File: src/rtl/shift_arbiter.sv
// Round-robin sharing of one 32-bit left shifter between two requesters; 1-cycle latency to a
// one-entry output register, readys drop while it is full and stalled. SHIFT_ARB_RIGHT_EN adds logical-right.
module shift_arbiter_lsl #(
  parameter int WIDTH = 32,
  parameter int SHW   = 5
) (
  input  logic [WIDTH-1:0] target,
  input  logic [SHW-1:0]   shamt,
  output logic [WIDTH-1:0] result
);
  assign result = target << shamt;
endmodule

module shift_arbiter #(
  parameter int WIDTH     = 32,
  parameter int SHW       = 5,
  parameter int PRIO_INIT = 0,
  parameter int CNT_W     = 16
) (
  input  logic             clk,
  input  logic             rst_n,
  input  logic             req0_valid,
  input  logic [WIDTH-1:0] req0_target,
  input  logic [SHW-1:0]   req0_shamt,
`ifdef SHIFT_ARB_RIGHT_EN
  input  logic             req0_dir,
`endif
  output logic             req0_ready,
  input  logic             req1_valid,
  input  logic [WIDTH-1:0] req1_target,
  input  logic [SHW-1:0]   req1_shamt,
`ifdef SHIFT_ARB_RIGHT_EN
  input  logic             req1_dir,
`endif
  output logic             req1_ready,
  output logic             out_valid,
  input  logic             out_ready,
  output logic [WIDTH-1:0] out_result,
  output logic             out_id,
  output logic [CNT_W-1:0] op_count
);
  typedef enum logic {EMPTY, FULL} state_t;

  state_t           state, state_nxt;
  logic             ptr;
  logic             grant0, grant1;
  logic             slot_free, accept, drain;
  logic [WIDTH-1:0] sel_target;
  logic [SHW-1:0]   sel_shamt;
  logic [WIDTH-1:0] shf_in, shf_out, shf_res;

  assign out_valid = (state == FULL);
  assign slot_free = !out_valid || out_ready;
  assign drain     = out_valid && out_ready;

  // Priority pointer only matters when both ports contend.
  assign grant0 = req0_valid && (!req1_valid || !ptr);
  assign grant1 = req1_valid && (!req0_valid || ptr);

  assign req0_ready = grant0 && slot_free;
  assign req1_ready = grant1 && slot_free;
  assign accept     = req0_ready || req1_ready;

  assign sel_target = grant1 ? req1_target : req0_target;
  assign sel_shamt  = grant1 ? req1_shamt  : req0_shamt;

`ifdef SHIFT_ARB_RIGHT_EN
  logic sel_dir;
  assign sel_dir = grant1 ? req1_dir : req0_dir;

  // Right shift = reverse, left shift, reverse back.
  always_comb begin
    shf_in  = sel_target;
    shf_res = shf_out;
    if (sel_dir) begin
      for (int i = 0; i < WIDTH; i++) begin
        shf_in[i]  = sel_target[WIDTH-1-i];
        shf_res[i] = shf_out[WIDTH-1-i];
      end
    end
  end
`else
  assign shf_in  = sel_target;
  assign shf_res = shf_out;
`endif

  shift_arbiter_lsl #(.WIDTH(WIDTH), .SHW(SHW)) u_lsl (
    .target (shf_in),
    .shamt  (sel_shamt),
    .result (shf_out)
  );

  always_comb begin
    state_nxt = state;
    case (state)
      EMPTY:   if (accept) state_nxt = FULL;
      FULL:    if (drain && !accept) state_nxt = EMPTY;
      default: state_nxt = EMPTY;
    endcase
  end

  always_ff @(posedge clk or negedge rst_n) begin
    if (!rst_n) begin
      state      <= EMPTY;
      ptr        <= 1'(PRIO_INIT);
      out_result <= '0;
      out_id     <= 1'b0;
      op_count   <= '0;
    end else begin
      state <= state_nxt;
      if (accept) begin
        out_result <= shf_res;
        out_id     <= grant1;
        ptr        <= grant0;
      end
      if (drain) op_count <= op_count + CNT_W'(1);
    end
  end
endmodule

File: config.mk
export PLATFORM = sky130hd
export DESIGN_NAME = shift_arbiter
export DESIGN_NICKNAME = d
export VERILOG_FILES = /design/src/rtl/shift_arbiter.sv
export SDC_FILE = /design/constraint.sdc
export NUM_CORES = 1
export LEC_CHECK = 0
export CAP_MARGIN = 10
export CELL_PAD_IN_SITES_DETAIL_PLACEMENT = 2
export CELL_PAD_IN_SITES_GLOBAL_PLACEMENT = 2
export CORE_MARGIN = 2
export CORE_UTILIZATION = 32
export CTS_BUF_LIST = sky130_fd_sc_hd__clkbuf_16
export DETAILED_ROUTE_END_ITERATION = 8
export MAX_ROUTING_LAYER = met4
export PLACE_DENSITY_LB_ADDON = 0.1
export SLEW_MARGIN = 20
export SYNTH_ARGS = -nofsm -noshare
export SYNTH_HDL_FRONTEND = slang
export SYNTH_HIERARCHICAL = 1
export SYNTH_SLANG_ARGS = --single-unit
File: constraint.sdc
create_clock -name clk -period 5.3 [get_ports clk]
set_input_delay 0.795 -clock clk [delete_from_list [all_inputs] [get_ports clk]]
set_output_delay 0.795 -clock clk [all_outputs]
set_load 0.05 [all_outputs]
==> results.md <==
* IO buf count at 130
* Required @ worst endpoint at 5.48 ns
* Post-CTS setup-driven buffer insertion count at 0
* Clock Latency Late Sink at 0.29 ns
* Period minus WS final at 4.26 ns
* Die span in y at 119 µm
* Final core occ at 44.8%
* Grt total ovfl at 0
* Status: finished, final reports clean
* Setup CP Type: input port to flop
* Crit-path leading delay family: multiplexers
* Final-report setup violation count at 0
* Via density at 5.46
* Routed len/inst at 21.0 µm
* Worst VDD drop at 0.269 mV
* DP Worst Slack at 0.677 ns
* Final period util at 80.5%
* #FFs+latches synth at 51
* Die area at 14100 µm²
* Post-synthesis instance area at 4210 µm²
* Clock transition at path regs at 0.07 ns
* Mean Syn Cell Area at 11.7 µm²
* Total CTS buffers at 5
* Post-synthesis cell count at 359
* Logic gate share of total power at 55.3%
* Largest fanout on the critical path at 35
* Maxcap violations at 0
* Ys Warns at 6
* Post-DP HPWL at 10.7 mm
* Clock Path Buffers at 2
* Yosys cell types at 53
* DR vias at 3543
* Critical Path Sink Type: flop
* Switch share at 44.2%
* Nets at 556
* Post-layout instance area at 5690 µm²
* Gr usage total at 20.6%
* RSZ-0062 raised after global routing: false
* Post-CTS resize count at 0
* Diodes inserted at 0
* Min-Delay Path Class: flop to flop
* Startpoint Class: input port
* Pwr per Cell Area at 340 nW/µm²
* CP max stage delay at 0.91 ns
* Initial antenna violation count at 0
* Fillers at 1378
* Chip width at 119 µm
* Worst Path Buf+Inv at 2
* Relative slew slack at 33.1%
* CTS tree: built
* Residual DRC count at 0
* Flop pwr share at 28.2%
* Initial DRT Pass Iterations at 4
* Initial Utilization at 33.1%
* Fmax at 234 MHz
* Largest net degree at the start of global routing at 52
* Internal at 1080 µW
* Initial drt markers at 110
* Final Skew at 0.00523 ns
* WL final at 13.6 mm
* Antenna-violating nets left at 0
* Boundary Pins at 131
* Final Worst Setup Slack at 1.04 ns
* H-tree lvl count at 2
* Multi-input gate area at 2700 µm²
* Root buffer cell: clkbuf_16
* Slew @ Worst Pin at 1.00 ns
* Critical Path AT at 4.44 ns
* FP Rows at 41
* Cell Chain, Critical Path: clkdlybuf4s50_1, inv_1, o21ai_4, mux2_2, mux4_1, a32o_1, a221oi_1, o211ai_1, mux2_1
* Number of global-route vias before repair at 4014
* Post-DP Area at 5550 µm²
* GP Congestion at 0.861
* Worst path slowest cell: mux2_2
* Area Growth Syn to Fin at 35.2%
* Hold buffers post-CTS at 0
* Sequential area share after synthesis at 30.3%
* Slew Viols, Final at 0
* Fraction of layout instances using a drive strength above 1 at 12.6%
* Final hold vios at 0
* Core ar. at 12700 µm²
* First-pass GRT wire length at 22.7 mm
* Flip-flop and latch area at 1280 µm²
* Pleak at 0.00225 µW
* CTS sink cnt at 51
* Clock power share at 16.5%
* Syn nets at 439
* P_sw at 856 µW
* Final setup TNS at 0 ns
sequential cells by signal (all words and copies together) (netlist names):
name and cells:
ptr 1, out_result 32, out_id 1, op_count 16, out_valid 1
worst paths after layout:
check                          startpoint             end  slack, ns  cells after the start
setup reg to reg                      ptr  out_result[29]       1.70                      7
max in group asynchronous           rst_n     op_count[0]       4.24                      2
setup / recovery               req0_valid  out_result[29]       1.04                      9
min in group asynchronous           rst_n  out_result[21]       0.60                      2
hold reg to reg            out_result[24]  out_result[24]       0.48                      1
hold / removal             out_result[24]  out_result[24]       0.48                      1
worst register-to-register path: stages (launching register included):
cell,delay [ns]
dfrtp_1,0.44
o21ai_4,0.35
mux2_2,0.91
mux4_1,0.77
a32o_1,0.30
a221oi_1,0.28
o211ai_1,0.14
mux2_1,0.31
area by class of cell:
| type | count | share of cell area, % |
|---|---|---|
| clock buffer | 5 | 2.20 |
| clock inverter | 3 | 0.352 |
| inverter | 5 | 0.330 |
| multi-input combinational | 277 | 47.4 |
| sequential | 51 | 22.4 |
| tap | 172 | 3.78 |
| timing repair buffer | 136 | 23.6 |
cell usage in the layout (no fill, tap or decap), types with 6 or more instances in the layout:
master / instances
mux4_1: 10
mux2i_1: 10
buf_4: 6
nor2_1: 26
dfrtp_1: 51
a22oi_1: 11
mux2_2: 19
nand2_1: 22
mux2_1: 68
xnor2_1: 12
clkdlybuf4s50_1: 129
mux4_2: 18
stage by stage:
step                hold WS [ns]  cells  total power (µW)
floorplan                  0.475    359              1260
global placement           0.465    641              1610
detailed placement         0.475    641              1630
CTS                        0.487    649              1960
global route               0.503    649              2050
finish                     0.484    649              1940
cell families after synthesis:
group	after synthesis	synth area share (%)
AOI/OAI and AO/OA	52	8.82
adders and majority gates	1	0.297
xor gates and xnor gates	15	3.12
muxes	126	41.8
buffers and inverters	31	5.94
DFF	51	30.3
and+or+nand+nor	83	9.68
metal layers:
layer  part of all wire, %  track usage (%)  wire length [µm]  vias to the layer above
met5                     0                -                 0                        -
met4                   1.3             4.17               173                        0
met3                   4.8             4.30               648                       14
met2                    52             35.7              7060                       92
met1                    42             24.9              5740                     1829
li1                      -                -                 -                     1608
cells in the mapped netlist, drive strengths merged:
library cell | n | share of area, %
mux2 | 88 | 24
dfrtp | 51 | 30
mux4 | 28 | 16
nor2 | 27 | 2.6
nand2 | 23 | 2.1
buf | 17 | 3.7
xnor2 | 12 | 2.5
a22oi | 11 | 2.0
mux2i | 10 | 2.4
clkbuf | 9 | 1.8
o21ai | 9 | 1.1
nor3 | 6 | 0.83
a211oi | 5 | 0.89
a21oi | 5 | 0.59
nand3 | 5 | 0.59
o211ai | 5 | 0.89
and2 | 4 | 0.59
and3 | 4 | 0.59
inv | 4 | 0.36
nand4 | 4 | 0.59
a221oi | 3 | 0.62
nor2b | 3 | 0.45
o22ai | 3 | 0.45
xor2 | 3 | 0.62
a221o | 2 | 0.48
a22o | 2 | 0.42
a32o | 2 | 0.48
nor3b | 2 | 0.36
a211o | 1 | 0.21
a2bb2oi | 1 | 0.21
a31oi | 1 | 0.15
a32oi | 1 | 0.21
and2b | 1 | 0.24
clkinv | 1 | 0.089
ha | 1 | 0.30
nand2b | 1 | 0.15
nand3b | 1 | 0.18
o221ai | 1 | 0.21
or2 | 1 | 0.15
or3 | 1 | 0.27
power groups by stage:
| stage | logic, µW | clock network (µW) | registers [µW] |
|---|---|---|---|
| 2_1_floorplan | 416 | 0 | 845 |
| 3_3_place_gp | 1060 | 0 | 552 |
| 3_5_place_dp | 1070 | 0 | 555 |
| 4_1_cts | 1080 | 333 | 551 |
| 5_1_grt | 1140 | 350 | 563 |
| 6_report | 1070 | 319 | 547 |
(Power assumes the default switching activity.)
